**src/rtl/vecmac_job_sched.sv**
```systemverilog
// Two-client round-robin job scheduler that streams packed int8 operand words
// from a shared memory into the vector MAC and returns its sum (or a timeout).
module vecmac_job_sched #(
  parameter int ELEMS   = 1000,
  parameter int LANES   = 4,
  parameter int ADDR_W  = 10,
  parameter int TIMEOUT = 64
) (
  input  logic              clk_i,
  input  logic              rst_n_i,
  input  logic [1:0]        req_i,
  input  logic [ADDR_W-1:0] base0_i,
  input  logic [ADDR_W-1:0] base1_i,
  output logic [1:0]        gnt_o,
  output logic              busy_o,
  output logic [1:0]        done_o,
  output logic              err_o,
  output logic [31:0]       res_sum_o,
  output logic              rd_en_o,
  output logic [ADDR_W-1:0] rd_addr_o,
  input  logic [31:0]       rd_data_a_i,
  input  logic [31:0]       rd_data_b_i,
  output logic              mac_vec_valid_o,
  output logic [31:0]       mac_vec_a_o,
  output logic [31:0]       mac_vec_b_o,
  input  logic              mac_result_valid_i,
  input  logic [31:0]       mac_result_sum_i
);

  localparam int BEATS = (ELEMS + LANES - 1) / LANES;
  localparam int BW    = $clog2(BEATS + 1);
  localparam int TW    = $clog2(TIMEOUT + 1);

  typedef enum logic [1:0] {IDLE, STREAM, WAIT_RES, DONE} state_e;

  state_e            state_q, state_d;
  logic [1:0]        own_q, own_d;
  logic              pref_q, pref_d;
  logic [ADDR_W-1:0] base_q, base_d;
  logic [BW-1:0]     beat_q, beat_d;
  logic [TW-1:0]     to_q, to_d;
  logic [31:0]       sum_q, sum_d;
  logic              err_q, err_d;
  logic              vld_q;

  always_comb begin
    state_d = state_q;
    own_d   = own_q;
    pref_d  = pref_q;
    base_d  = base_q;
    beat_d  = beat_q;
    to_d    = to_q;
    sum_d   = sum_q;
    err_d   = err_q;
    case (state_q)
      IDLE: begin
        if (req_i != 2'b00) begin
          // Preferred client wins if it is asking; otherwise the other one must be.
          if (req_i[pref_q]) own_d = pref_q ? 2'b10 : 2'b01;
          else               own_d = pref_q ? 2'b01 : 2'b10;
          base_d  = own_d[1] ? base1_i : base0_i;
          beat_d  = '0;
          state_d = STREAM;
        end
      end
      STREAM: begin
        beat_d = beat_q + 1'b1;
        if (beat_q == BW'(BEATS - 1)) begin
          to_d    = '0;
          state_d = WAIT_RES;
        end
      end
      WAIT_RES: begin
        to_d = to_q + 1'b1;
        if (mac_result_valid_i) begin
          sum_d   = mac_result_sum_i;
          err_d   = 1'b0;
          state_d = DONE;
        end else if (to_q == TW'(TIMEOUT - 1)) begin
          sum_d   = '0;
          err_d   = 1'b1;
          state_d = DONE;
        end
      end
      DONE: begin
        pref_d  = own_q[0];
        state_d = IDLE;
      end
      default: state_d = IDLE;
    endcase
  end

  always_ff @(posedge clk_i) begin
    if (!rst_n_i) begin
      state_q <= IDLE;
      own_q   <= '0;
      pref_q  <= 1'b0;
      base_q  <= '0;
      beat_q  <= '0;
      to_q    <= '0;
      sum_q   <= '0;
      err_q   <= 1'b0;
      vld_q   <= 1'b0;
    end else begin
      state_q <= state_d;
      own_q   <= own_d;
      pref_q  <= pref_d;
      base_q  <= base_d;
      beat_q  <= beat_d;
      to_q    <= to_d;
      sum_q   <= sum_d;
      err_q   <= err_d;
      vld_q   <= rd_en_o;
    end
  end

  // Memory returns data one cycle after the strobe, so valid is the strobe delayed.
  assign rd_en_o         = (state_q == STREAM);
  assign rd_addr_o       = base_q + ADDR_W'(beat_q);
  assign mac_vec_valid_o = vld_q;
  assign mac_vec_a_o     = rd_data_a_i;
  assign mac_vec_b_o     = rd_data_b_i;
  assign gnt_o           = (state_q == STREAM || state_q == WAIT_RES) ? own_q : 2'b00;
  assign busy_o          = (state_q != IDLE);
  assign done_o          = (state_q == DONE) ? own_q : 2'b00;
  assign err_o           = err_q;
  assign res_sum_o       = sum_q;

endmodule

```
**config.mk**
```make
export PLATFORM = sky130hd
export DESIGN_NAME = vecmac_job_sched
export DESIGN_NICKNAME = d
export VERILOG_FILES = /design/src/rtl/vecmac_job_sched.sv
export SDC_FILE = /design/constraint.sdc
export NUM_CORES = 1
export LEC_CHECK = 0
export CORE_UTILIZATION = 36
export CTS_CLUSTER_DIAMETER = 80
export DETAILED_ROUTE_END_ITERATION = 10
export GPL_TIMING_DRIVEN = 1
export PLACE_DENSITY_LB_ADDON = 0.25
export SLEW_MARGIN = 0
export SYNTH_ARGS = -nofsm -noshare
export SYNTH_HDL_FRONTEND = slang
export SYNTH_SLANG_ARGS = --single-unit
```
**constraint.sdc**
```tcl
create_clock -name clk_i -period 2.6 [get_ports clk_i]
set_clock_uncertainty 0.05 [all_clocks]
set_input_delay 0.39 -clock clk_i [delete_from_list [all_inputs] [get_ports clk_i]]
set_output_delay 0.39 -clock clk_i [all_outputs]
set_load 0.05 [all_outputs]
```
# [Word-level counts from Yosys, hierarchy flattened]
# Cells that the tools add are included.
[totals] latch_bits=0 ff_bits=64 input_bits=121 romBits=0 ram_bits=0 n_memories=0
[op_classes] bitwise_logic=0 div=0 shifts=0 reduce_logical=12 n_addsub=3 order_cmp=1 mul=0 n_mux=23 n_eq_ne=8
[ops] operator="$mux 32" count=2
[ops] operator="$mux 2" count=11
[ops] operator="$pmux 8 s2" count=1
[ops] operator="$pmux 7 s2" count=1
[ops] operator="$add 10x8->10" count=1
[ops] operator="$mux 10" count=1
[ops] operator="$reduce_bool 2->1" count=5
[ops] operator="$add 8x1->8 const B" count=1
[ops] operator="$eq 8x8->1 const B" count=1
[ops] operator="$mux 8" count=1
[ops] operator="$pmux 2 s4" count=1
[ops] operator="$reduce_and 2->1" count=4
[ops] operator="$add 7x1->7 const B" count=1
[ops] operator="$eq 7x6->1 const B" count=1
[ops] operator="$mux 7" count=1
[ops] operator="$eq 2x2->1 const B" count=2
[ops] operator="$mux 1" count=4
[ops] operator="$ne 3x3->1 const B" count=1
[ops] operator="$reduce_and 3->1" count=1
[ops] operator="$eq 2x1->1 const B" count=1
[ops] operator="$logic_not 2->1" count=1
[ops] operator="$lt 1x2->1 const B" count=1
[ops] operator="$ne 2x1->1 const B" count=1
[ops] operator="$ne 2x2->1 const B" count=1
[ops] operator="$logic_or 1x1->1" count=1

# [Logic depth before layout (Yosys ltp)]
[logic_depth] depth_word=6 mapped_depth=7 depth_no_buf=6

# [Least setup slack after synthesis]
# No wires, ideal clock.
[synth_timing] kind="reg2out" from="reg beat_q[0]" to="out rd_addr_o[6]" slack_ns=0.023 arrival_ns=2.137 stages_incl_launch_ff=7 required_time_ns=2.160 path_cell_list="dfxtp_1 > ha_1 > fa_1 > a21oi_1 > o211a_1 > o21ai_0 > xor2_1"
[synth_via] elab_chain_cells=1
[synth_rtl] element="start: declaration" line_no="40" text="logic [BW-1:0] beat_q, beat_d;"
[synth_rtl] element="start signal: assignment" line_no="109" text="beat_q <= beat_d;"
[synth_rtl] element="$add 10x8->10" line_no="119" text="assign rd_addr_o = base_q + ADDR_W'(beat_q);"
[synth_rtl] element="end: declaration" line_no="20" text="output logic [ADDR_W-1:0] rd_addr_o,"
# Every way passes these cells.

# [Final worst setup path]
# Same ends and word-level chain as after synthesis.

==> flow_summary.ini <==
[grt]
grt-ovfl-total = 0
grt_util_all_layers = 0.1705
grt_pass1_vias = 2832
antenna_found_initial = 0
grt_max_degree = 32
grt_first_pass_wirelength_mm = 13.85

[flow_run]
timing.max_cap.violations = 0

[logic_synthesis]
ranking_of_synthesized_cells_by_area = sky130_fd_sc_hd__dfxtp_1 36%, sky130_fd_sc_hd__buf_4 13%, sky130_fd_sc_hd__a21oi_1 6.7%
synth_top_area_cell = sky130_fd_sc_hd__dfxtp_1
synthDistinctLibCells = 43
synthesis.area_mm2 = 0.003561
ys_seq_elements = 64
synth-edff-count = 0
synth_top_area_frac = 0.3598
syn_inst = 432
async_flop_share = 0
ys_dominant_reg_cell = sky130_fd_sc_hd__dfxtp_1
synthesized_net_count = 569
postSynthAreaPerCell_um2 = 8.243
ys_warn_count = 0
seq_area_frac_synth = 0.3598

[route]
drt-wirelength-per-cell_um = 14.47
drcViolationCount = 0
drt_iter0_drc = 130
num_vias = 3090
postRouteAntennaNets = 0
post_drt_via_cell_ratio = 5.016
drt_pass1_iterations = 4
drt_wl_total_mm = 8.915

[power]
totalPowerFinal_mw = 3.839
power_per_cell_area_mw_per_mm2 = 817.3
ir_drop_mv = 0.3685
leak_pwr_nw = 1.722

[floorplanning]
fp.dieW_um = 101.5
die_area_mm2 = 0.01029
placement_rows = 35
top_level_ports = 235
core_region_area_mm2 = 0.009415
fp.dieH_um = 101.5
initial_utilization = 0.3782

[critical_path]
endpoint_required_time_on_the_critical_path_ns = 2.16
crit_path_end_kind = primary output
ff2ff_path_depth = 6
cp-start-kind = flop
arrival_time_at_the_worst_endpoint_ns = 2.09
critPathMaxFanout = 5
setup.worst_path.class = reg2out
critPathLaunch = beat_q[0]$_SDFFE_PN0P_
critical_path.reg2reg.endpoint = to_q[4]$_SDFFE_PN0P_
reg2reg_slack_ns = 0.69
regToRegStartpoint = beat_q[1]$_SDFFE_PN0P_

[final_layout]
final-seq-area_mm2 = 0.001286
post_route_cells_drive_above_1_share = 0.1211
layout.filler_cells = 896
design.final.nets = 619
multi_input_gate_area_mm2 = 0.001749
num_antenna_cells = 0
post_layout_nonfiller_instances = 616
area_growth_pct = 31.90

[cts]
cts_htree_levels = 3
insertion_delay_ns = 0.34
cts_num_sinks = 64
cts_made_buffers = 9
tritoncts = done
holdBufCountCts = 0
clock_tree.root_cell = sky130_fd_sc_hd__clkbuf_8
cts_max_path_buffers = 2
clk_pin_slew_worst_paths_ns = 0.08

[timing]
final_min_period_over_clock_period = 0.9745
setup_violations = 0
clock.fmax_mhz = 394.7
final_slew_viol_count = 0
count_of_final_hold_check_violations = 0
slew_headroom = 0.4903
rsz0062_at_grt = yes
max_slew.worst_pin.slew_ns = 0.7610
post-route-min-period_ns = 2.534

[run_status]
run_status = finished clean

[worst_hold_path]
whs_endpoint = res_sum_o[18]$_SDFFE_PN0P_
min_from = res_sum_o[18]$_SDFFE_PN0P_
hold_path_depth = 2
hold_path.class = reg2reg

[placement]
dp_hpwl_mm = 6.471
portBuffers = 106
gp_congestion = 0.8104
placedCellCount = 596
## placed cells by master, fill, tap and decap left out, types with 2 or more instances in the layout
cell type,netlist,final
sky130_fd_sc_hd__clkdlybuf4s50_1,0,97
sky130_fd_sc_hd__dfxtp_1,64,62
sky130_fd_sc_hd__a21oi_1,48,46
sky130_fd_sc_hd__nand2_1,43,43
sky130_fd_sc_hd__o21ai_0,39,38
sky130_fd_sc_hd__nor2_1,20,20
sky130_fd_sc_hd__buf_4,64,19
sky130_fd_sc_hd__inv_1,16,16
sky130_fd_sc_hd__mux2i_1,12,12
sky130_fd_sc_hd__ha_1,15,11
sky130_fd_sc_hd__a211oi_1,10,10
sky130_fd_sc_hd__clkbuf_8,0,10
sky130_fd_sc_hd__nand3_1,9,9
sky130_fd_sc_hd__and2_1,7,7
sky130_fd_sc_hd__xor2_1,8,7
sky130_fd_sc_hd__or3_1,7,7
sky130_fd_sc_hd__buf_12,0,6
sky130_fd_sc_hd__a31oi_1,4,4
sky130_fd_sc_hd__o21ai_1,4,4
sky130_fd_sc_hd__ha_4,0,4
sky130_fd_sc_hd__clkinvlp_4,0,4
sky130_fd_sc_hd__o21a_1,3,3
sky130_fd_sc_hd__o2111ai_2,1,3
sky130_fd_sc_hd__xnor2_1,3,3
sky130_fd_sc_hd__and3_1,3,3
sky130_fd_sc_hd__o2111ai_1,5,3
sky130_fd_sc_hd__o31ai_1,3,3
sky130_fd_sc_hd__a21oi_2,0,2
sky130_fd_sc_hd__o211a_1,2,2
sky130_fd_sc_hd__nor2b_1,2,2
sky130_fd_sc_hd__nand3b_1,2,2
sky130_fd_sc_hd__or4_1,2,2
## flip-flops by register name, summed over array words and instances, names as in the netlist
name / cells
beat_q: 8
state_q: 2
base_q: 10
to_q: 7
own_q: 2
mac_vec_valid_o: 1
pref_q: 1
res_sum_o: 32
err_o: 1
## metal layers
| metal | wire length [um] | vias to the layer above | GRT usage |
|---|---|---|---|
| met5 | 0 | - | 0 |
| met4 | 174 | 0 | 0.07358 |
| met3 | 650 | 20 | 0.04141 |
| met2 | 4065 | 108 | 0.2616 |
| met1 | 4025 | 1433 | 0.2280 |
| li1 | - | 1529 | - |
## report_power, final
group	total (mW)	leakage [nW]	switching [mW]	internal [mW]
Sequential	1.26	0.521	0.128	1.13
Clock	0.774	0.0809	0.401	0.373
Combinational	1.81	1.12	1.07	0.731
## worst max-delay path by stage
stage	to	cells after the start	slack, ns
after floorplan	rd_addr_o[6]	6	0.02
after global placement	rd_addr_o[6]	7	0.29
after detailed placement	rd_addr_o[6]	7	0.25
after CTS	rd_addr_o[6]	7	-0.02
after global routing	rd_addr_o[6]	7	-0.04
final	rd_addr_o[6]	7	0.07
## cell usage after synthesis, drive strengths merged, types with 2 or more instances
cell	instances
or4	2
o2111ai	6
a21oi	48
o21ai	43
and2	7
xor2	8
nor3	2
o21a	3
a211oi	10
inv	16
mux2i	12
o31ai	3
ha	15
xnor2	3
or3	7
a31oi	4
nand3	9
nand3b	2
clkbuf	17
nor2	20
nor2b	2
nand2	43
buf	67
and3	3
o211a	2
dfxtp	64
## cell type report
class	instances	area share
clock buffer	10	0.02930
clock inverter	6	0.009323
inverter	16	0.01279
multi-input combinational	268	0.3724
sequential	64	0.2738
tap	129	0.03436
timing repair buffer	123	0.2680
## metrics by stage
step	TNS [ns]	setup slack, ns	utilization	cell area, um^2	hold slack [ns]
global route	-0.07938	-0.04463	0.4989	4697	0.4479
global placement	0	0.2854	0.4659	4387	0.4105
finish	0	0.06621	0.4989	4697	0.4291
detailed placement	0	0.2452	0.4659	4387	0.4169
floorplan	0	0.02294	-	3561	0.3901
CTS	-0.02319	-0.02319	0.4861	4577	0.4289
## worst max-delay path, cell delays in order, from the launching register on
cell and delay [ns]:
sky130_fd_sc_hd__dfxtp_4 0.37, sky130_fd_sc_hd__ha_4 0.17, sky130_fd_sc_hd__fa_2 0.37, sky130_fd_sc_hd__a21oi_2 0.16
sky130_fd_sc_hd__o211a_1 0.24, sky130_fd_sc_hd__o21ai_2 0.08, sky130_fd_sc_hd__xor2_2 0.17, sky130_fd_sc_hd__clkbuf_16 0.19
## logic make-up after synthesis
| family | after synthesis | share of synthesized area |
|---|---|---|
| AO/OA/AOI/OAI | 127 | 0.2126 |
| AND/OR/NAND/NOR | 102 | 0.1346 |
| buffers and inverters | 100 | 0.1739 |
| flip-flops | 64 | 0.3598 |
| adder cells (fa/ha/maj) | 16 | 0.05833 |
| multiplexers | 12 | 0.03373 |
| XOR/XNOR | 11 | 0.02706 |
## repair_timing
| action | CTS | global route |
|---|---|---|
| pin swaps | 1 | 9 |
| buffers inserted | 0 | 4 |
| cloned | 0 | 0 |
| resized for setup | 4 | 16 |
| setup endpoints to repair | 3 | 3 |
(Power assumes the default switching activity.)
